`src/rtl/i2c_target_regfile.sv`:
```
// i2c_target_regfile: I2C target serving a byte-wide register file with an auto-incrementing pointer
// Ports: wb_clk_i/wb_rst_i clock and synchronous reset; scl_i/sda_i asynchronous pad inputs;
//   sda_o/sda_oen_o open-drain SDA (oen=1 pulls low); host_addr_i/host_rdata_o registered host read;
//   wr_stb_o/wr_addr_o/wr_data_o per-byte I2C write events; busy_o high while addressed.
module i2c_target_regfile #(
   parameter logic [6:0] TARGET_ADDR = 7'h50,
   parameter int         DEPTH       = 16,
   parameter int         AW          = 4
) (
   input  logic          wb_clk_i,
   input  logic          wb_rst_i,
   input  logic          scl_i,
   input  logic          sda_i,
   output logic          sda_o,
   output logic          sda_oen_o,
   input  logic [AW-1:0] host_addr_i,
   output logic [7:0]    host_rdata_o,
   output logic          wr_stb_o,
   output logic [AW-1:0] wr_addr_o,
   output logic [7:0]    wr_data_o,
   output logic          busy_o
);
   localparam logic [3:0] IDLE = 4'd0, ADDR = 4'd1, ADDR_ACK = 4'd2, PTR = 4'd3, PTR_ACK = 4'd4,
                          WR = 4'd5, WR_ACK = 4'd6, RD = 4'd7, RD_ACK = 4'd8, WAIT = 4'd9;
   logic [1:0]    scl_s, sda_s;
   logic          scl_q, sda_q, scl, sda, scl_rise, scl_fall, start, stop;
   logic [3:0]    state;
   logic [2:0]    cnt;
   logic [7:0]    sr, byte_in;
   logic [AW-1:0] ptr;
   logic [7:0]    mem [DEPTH];
   assign scl      = scl_s[1];
   assign sda      = sda_s[1];
   assign scl_rise = scl & ~scl_q;
   assign scl_fall = ~scl & scl_q;
   assign start    = scl & scl_q & sda_q & ~sda;
   assign stop     = scl & scl_q & ~sda_q & sda;
   assign byte_in  = {sr[6:0], sda};
   assign sda_o    = 1'b0;
   always_ff @(posedge wb_clk_i) begin
      if (wb_rst_i) begin
         scl_s        <= 2'b11;
         sda_s        <= 2'b11;
         scl_q        <= 1'b1;
         sda_q        <= 1'b1;
         state        <= IDLE;
         cnt          <= 3'd0;
         sr           <= 8'h00;
         ptr          <= '0;
         sda_oen_o    <= 1'b0;
         host_rdata_o <= 8'h00;
         wr_stb_o     <= 1'b0;
         wr_addr_o    <= '0;
         wr_data_o    <= 8'h00;
         busy_o       <= 1'b0;
         for (int i = 0; i < DEPTH; i++) mem[i] <= 8'h00;
      end else begin
         scl_s        <= {scl_s[0], scl_i};
         sda_s        <= {sda_s[0], sda_i};
         scl_q        <= scl;
         sda_q        <= sda;
         host_rdata_o <= mem[host_addr_i];
         wr_stb_o     <= 1'b0;
         if (start) begin
            state     <= ADDR;
            cnt       <= 3'd0;
            sda_oen_o <= 1'b0;
         end else if (stop) begin
            state     <= IDLE;
            sda_oen_o <= 1'b0;
            busy_o    <= 1'b0;
         end else begin
            case (state)
               ADDR, PTR, WR: if (scl_rise) begin
                  sr  <= byte_in;
                  cnt <= cnt + 3'd1;
                  if (cnt == 3'd7) begin
                     if (state == ADDR) begin
                        state  <= byte_in[7:1] == TARGET_ADDR ? ADDR_ACK : WAIT;
                        busy_o <= busy_o | (byte_in[7:1] == TARGET_ADDR);
                     end else if (state == PTR) begin
                        ptr   <= byte_in[AW-1:0];
                        state <= PTR_ACK;
                     end else begin
                        mem[ptr]  <= byte_in;
                        wr_stb_o  <= 1'b1;
                        wr_addr_o <= ptr;
                        wr_data_o <= byte_in;
                        ptr       <= ptr + 1'b1;
                        state     <= WR_ACK;
                     end
                  end
               end
               // first falling edge after the byte starts the ACK, the second ends it;
               // sr[0] still holds the R/W bit of the address byte
               ADDR_ACK, PTR_ACK, WR_ACK: if (scl_fall) begin
                  if (!sda_oen_o) sda_oen_o <= 1'b1;
                  else if (state == ADDR_ACK && sr[0]) begin
                     sr        <= mem[ptr];
                     sda_oen_o <= ~mem[ptr][7];
                     cnt       <= 3'd0;
                     state     <= RD;
                  end else begin
                     sda_oen_o <= 1'b0;
                     cnt       <= 3'd0;
                     state     <= state == ADDR_ACK ? PTR : WR;
                  end
               end
               // cnt counts bits already driven after the MSB
               RD: if (scl_fall) begin
                  if (cnt == 3'd7) begin
                     sda_oen_o <= 1'b0;
                     ptr       <= ptr + 1'b1;
                     state     <= RD_ACK;
                  end else begin
                     sda_oen_o <= ~sr[3'd6 - cnt];
                     cnt       <= cnt + 3'd1;
                  end
               end
               RD_ACK: if (scl_rise && sda) state <= WAIT;
               else if (scl_fall) begin
                  sr        <= mem[ptr];
                  sda_oen_o <= ~mem[ptr][7];
                  cnt       <= 3'd0;
                  state     <= RD;
               end
               default: ;
            endcase
         end
      end
   end
endmodule

```
`config.mk`:
```
export PLATFORM = sky130hd
export DESIGN_NAME = i2c_target_regfile
export DESIGN_NICKNAME = d
export VERILOG_FILES = /design/src/rtl/i2c_target_regfile.sv
export SDC_FILE = /design/constraint.sdc
export NUM_CORES = 1
export LEC_CHECK = 0
export CAP_MARGIN = 20
export CORE_ASPECT_RATIO = 1.5
export CORE_MARGIN = 5
export CORE_UTILIZATION = 45
export DETAILED_ROUTE_END_ITERATION = 7
export PLACE_DENSITY = 0.67
export SLEW_MARGIN = 20
export SYNTH_ARGS = -nofsm -noshare
export SYNTH_HDL_FRONTEND = slang
export SYNTH_SLANG_ARGS = --single-unit
```
`constraint.sdc`:
```
create_clock -name wb_clk_i -period 3.8 [get_ports wb_clk_i]
set_clock_uncertainty 0.1 [all_clocks]
set_input_delay 0.76 -clock wb_clk_i [delete_from_list [all_inputs] [get_ports wb_clk_i]]
set_output_delay 0.76 -clock wb_clk_i [all_outputs]
set_load 0.05 [all_outputs]
```
==> results.tsv, run 1 <==
metric	value	unit
total CTS buffers	17	
final slew viol count	0	
IO Pins	32	
YS warnings	0	
crit path capture type	register	
GRT Util Overall	23.01	%
worst-margin pin slew	1.024	ns
drt first pass iters	5	
EDFF count, synth	128	
asr flop ratio synth	0	%
area of the mapped netlist	0.009630	mm²
Worst slew margin	31.66	%
Syn Inst Count	747	
Worst Path Arrival	2.99	ns
sequential area share after synthesis	50.72	%
register bit total from synthesis	180	
largest net degree at the start of global routing	58	
Setup CP Type	register to register	
most common cell after layout, fill and taps aside	edfxtp_1	
vias per cell	6.289	
global route overflow	0	
Core Footprint	0.02106	mm²
htree depth	4	
wire length of the first global-routing pass	41000	µm
CTS Sinks	180	
fmax	337.9	MHz
r2r setup slk	0.84	ns
antenna violations before repair	0	
Tcrit/Tclk final	77.89	%
highest net fanout along the worst path	41	
Final #Nets	766	
vias	6490	
Hold Buf Count CTS	0	
Total Wirelength	27380	µm
PD cells	478.3	mW/mm²
Fin. Hold Viols	0	
CP required	3.83	ns
Clk Tree Root Cell	clkbuf_16	
Leak	0.003605	µW
Period minus WS final	2.960	ns
row cnt	65	
RD Place Congestion	1.056	
Clock Latency Late Sink	0.43	ns
drt initial violations	667	
Worst setup SP type	register	
final setup TNS	0	ns
Worst-path clk slew	0.07	ns
Hold/Removal Path Class	register to register	
Initial Util	45.72	%
Residual DRC	0	
deepest clock path buffer count	2	
Min Hold Slack	0.3091	ns
Setup violations, final	0	
post-cts sizing count	0	
Cell Chain, Critical Path	and2b_1 -> and3_1 -> nand3_2 -> buf_4 -> nor3_2 -> or2_2	
Net Count, Synth	762	
max cap viols	0	
# Post-CTS Setup Buffers	0	
Top FF cell, synth	edfxtp_1	
DIE WIDTH	129.4	µm
layout cell share with drive strength beyond 1	24.08	%
Worst VDD drop	0.3399	mV
syn_area_per_cell	12.89	µm²
slowest CP cell	dfxtp_1	
Routed Antenna Nets	0	
wire per inst	26.53	µm
Area Growth Syn to Fin	10.87	%
Die Height	189.2	µm
Post-DP HPWL	20220	µm
CTS tree	built	
CP max stage delay	0.82	ns
ANT cells	0	
most frequent cells in the layout	128 x edfxtp_1, 123 x and2_1, 75 x mux4_2	
status	finished, final reports clean	
RSZ-0062 raised after global routing	false	
post-synth cell types	60	
die area	0.02449	mm²
vias in the first global route	6543	
PortBufs	30	
[flip-flops by register name, summed over array words and instances (netlist names), 2 cells and up, named ones only]
register / count
scl_s: 2
ptr: 4
sda_s: 2
sr: 8
state: 4
wr_data_o: 8
wr_addr_o: 4
host_rdata_o: 8
cnt: 3
mem: 128
[where the power goes]
part	leakage, µW	switching [µW]	internal [µW]
Sequential	0.00175	151	2190
Clock	0.000259	776	840
Combinational	0.00160	666	480
[critical path, delay by kind of cell, from the launching register on]
| family | cells | cell delay [ns] |
|---|---|---|
| buffers and inverters | 1 | 0.31 |
| AND/OR/NAND/NOR | 5 | 1.41 |
| flip-flops | 1 | 0.82 |
[path summary, 6_finish.rpt]
path	start	endpoint	depth (start not counted)
min reg2reg	sda_s[0]$_SDFF_PP1_	sda_s[1]$_SDFF_PP1_	1
min	sda_s[0]$_SDFF_PP1_	sda_s[1]$_SDFF_PP1_	1
max reg2reg	state[0]$_SDFFE_PP0P_	mem[4][0]$_SDFFCE_PN0P_	6
max	state[0]$_SDFFE_PP0P_	mem[4][0]$_SDFFCE_PN0P_	6
[through the flow]
stage	cells	area [µm²]	worst slack [ns]	utilization [%]	power, µW
after global placement	1000	10140	0.9209	48.16	3479
after floorplan	747	9630	1.283	-	3195
final	1032	10680	0.8402	50.69	5107
after global routing	1032	10680	0.6367	50.69	5305
after CTS	1032	10680	0.8686	50.69	5117
after detailed placement	1000	10140	0.8760	48.16	3516
[layout make-up]
| class | instances | area [µm²] |
|---|---|---|
| Multi-Input combinational cell | 495 | 4439 |
| Tap cell | 268 | 335.3 |
| Timing Repair Buffer | 51 | 460.4 |
| Fill cell | 1786 | 10390 |
| Clock inverter | 15 | 107.6 |
| Clock buffer | 17 | 425.4 |
| Inverter | 6 | 22.52 |
| Sequential cell | 180 | 4887 |
[cell usage after synthesis (all sizes together), types with 2 or more instances]
library cell | instances | area share (%)
xnor2 | 2 | 0.18
edfxtp | 128 | 40
o21ai | 7 | 0.36
o21a | 2 | 0.16
nor4 | 20 | 1.8
clkbuf | 34 | 1.3
nor2b | 11 | 0.71
mux4 | 75 | 18
or2 | 22 | 1.4
nand3 | 6 | 0.31
nand4bb | 3 | 0.35
nor3b | 2 | 0.16
ha | 7 | 0.91
o211ai | 4 | 0.31
o21bai | 2 | 0.16
nand3b | 2 | 0.16
dfxtp | 52 | 11
nor3 | 19 | 1.6
mux2i | 20 | 2.1
or3 | 6 | 0.39
and3 | 3 | 0.19
a21oi | 34 | 1.8
a31oi | 3 | 0.19
buf | 32 | 1.7
o22ai | 7 | 0.45
nand2b | 9 | 0.58
mux2 | 8 | 0.94
o31ai | 2 | 0.16
a211oi | 6 | 0.47
nor2 | 25 | 0.97
and2 | 123 | 8.0
inv | 6 | 0.23
nand2 | 46 | 1.8
[cells by family after synthesis]
| group | Yosys count | synth area share (%) |
|---|---|---|
| simple gates | 304 | 19.22 |
| other cells | 1 | 0.03894 |
| mux | 103 | 20.55 |
| buf+inv | 72 | 3.300 |
| xor+xnor | 2 | 0.1819 |
| flops | 180 | 50.72 |
| fa+ha+maj | 8 | 1.013 |
| compound gates | 77 | 4.976 |
[metal layers]
metal  global-route usage, %  share of wire, %  vias to the layer above
met2                   40.16                53                      347
li1                        -                 -                     2810
met1                   26.51                35                     3229
met3                   4.093               5.9                      104
met5                       0                 0                        -
met4                   12.36               6.1                        0
No activity file was read; power rests on OpenSTA's default activity.
==> inputs of run 2 (changes only) <==
- PLACE_DENSITY: 0.67 -> 0.69
- clock period: 3.8 -> 2.7 ns (I/O delays scaled with it)
==> results.tsv, run 2 (synthesis gave the netlist of run 1 again) <==
metric	value	unit	change
status	finished, final reports clean		
Worst Path Arrival	2.71	ns	-0.28 ns
Setup violations, final	0		unchanged
Routed Antenna Nets	0		unchanged
r2r setup slk	0.20	ns	-0.64 ns
ANT cells	0		unchanged
drt initial violations	562		-16%
Clock Latency Late Sink	0.44	ns	about the same
sequential power share	43.4	%	-2.5 points
global route overflow	0		unchanged
CTS Sinks	180		unchanged
CP required	2.91	ns	-0.92 ns
wire per inst	25.46	µm	-4.1%
Tcrit/Tclk final	92.58	%	+15 points
Clk pwr share	33.4	%	+1.8 points
Worst VDD drop	0.4635	mV	+36%
# fillers	1796		+0.56%
Placement Cell Area	0.01039	mm²	+2.4%
dpl ws	0.2324	ns	-0.6436 ns
antenna violations before repair	0		unchanged
Pint	5120	µW	+46%
Total Wirelength	26980	µm	-1.5%
deepest clock path buffer count	2		unchanged
row cnt	65		unchanged
highest net fanout along the worst path	21		-49%
GRT Util Overall	22.72	%	-0.29 points
htree depth	4		unchanged
CTS tree	built		
PortBufs	30		unchanged
Post-Layout Cell Count	1060		+2.7%
Hold/Removal Path Class	register to register		
post-route cell area	0.01098	mm²	+2.8%
switching share of power	31.79	%	+0.59 points
largest net degree at the start of global routing	42		-28%
most common cell after layout, fill and taps aside	edfxtp_1		
Leak	0.003794	µW	+5.3%
max cap viols	0		unchanged
final slew viol count	0		unchanged
Fin. Hold Viols	0		unchanged
Post-Place Cells	1028		+2.8%
global routing's busiest layer	met2		
worst-margin pin slew	0.8127	ns	-0.2110 ns
Area Growth Syn to Fin	13.98	%	
crit path capture type	register		
Hold Buf Count CTS	0		unchanged
final worst slack	0.2003	ns	-0.6399 ns
met1 usage	24.92	%	-1.6 points
Clk Tree Root Cell	clkbuf_16		
fmax	400.0	MHz	+18%
layout cell share with drive strength beyond 1	26.77	%	+2.7 points
Worst slew margin	45.75	%	+14 points
Core Footprint	0.02106	mm²	unchanged
post-cts sizing count	0		unchanged
PD cells	683.8	mW/mm²	+43%
Comb pwr share	23.2	%	+0.7 points
sw power	2386	µW	+50%
drt first pass iters	6		+1
total CTS buffers	17		unchanged
Setup CP Type	register to register		
vias per cell	6.124		-2.6%
Reg with most FFs	mem		
max reg flops	128		unchanged
final setup TNS	0	ns	unchanged
vias	6491		+0.015%
GR Util met3	3.218	%	-0.87 points
vias in the first global route	6684		+2.2%
Final #Nets	794		+3.7%
Post-DP HPWL	20190	µm	-0.17%
RD Place Congestion	0.9152		-13%
IO Pins	32		unchanged
RSZ-0062 raised after global routing	false		
DIE WIDTH	129.4	µm	unchanged
Worst-path clk slew	0.08	ns	about the same
Period minus WS final	2.500	ns	-0.4601 ns
Residual DRC	0		unchanged
die area	0.02449	mm²	unchanged
most frequent cells in the layout	128 x edfxtp_1, 123 x and2_1, 75 x mux4_2		
Die Height	189.2	µm	unchanged
# Post-CTS Setup Buffers	0		unchanged
met2 Use GR	41.31	%	+1.2 points
wire length of the first global-routing pass	41100	µm	+0.24%
Initial Util	45.72	%	unchanged
Worst setup SP type	register		
[run 2: path summary, 6_finish.rpt]
path | start | endpoint | cells past startpoint
max | state[1]$_SDFFE_PP0P_ | register | 6
min | sda_s[0]$_SDFF_PP1_ | sda_s[1]$_SDFF_PP1_ | 1
max reg2reg | state[1]$_SDFFE_PP0P_ | register | 6
min reg2reg | sda_s[0]$_SDFF_PP1_ | sda_s[1]$_SDFF_PP1_ | 1
[run 2: critical path, cell delays in order, from the launching register on]
cell,delay [ns]
dfxtp_1,0.85
and2_1,0.28
o32ai_1,0.16
nor4_2,0.38
buf_4,0.21
a21oi_1,0.08
a211oi_1,0.31
[run 2: cell type report]
class | count | area [µm²] | area share [%]
multi-input combinational | 495 | 4439 | 40.44
clock inverter | 15 | 160.2 | 1.459
inverter | 6 | 22.52 | 0.2052
clock buffer | 17 | 425.4 | 3.876
sequential | 180 | 4886 | 44.51
timing repair buffer | 79 | 708.2 | 6.452
tap | 268 | 335.3 | 3.055
[run 2: routing by layer]
metal  part of all wire, %  wire length, µm
met5                     0                0
met4                   5.8             1556
met3                   5.2             1402
met2                    55            14850
met1                    34             9178
[run 2: power groups by stage]
stage | logic [µW] | clock network (µW) | registers (µW)
6_report | 1740 | 2510 | 3250
5_1_grt | 1860 | 2630 | 3270
4_1_cts | 1730 | 2530 | 3250
3_5_place_dp | 1730 | 0 | 3310
3_3_place_gp | 1670 | 0 | 3310
2_1_floorplan | 1250 | 0 | 3240
[run 2: metrics by stage]
step                util (%)  hold WS [ns]  total power, µW
finish                 52.11        0.3137             7506
CTS                    52.11        0.3177             7514
floorplan                  -        0.2895             4497
detailed placement     49.33        0.2997             5038
global route           52.11        0.3279             7756
global placement       49.33        0.2956             4978
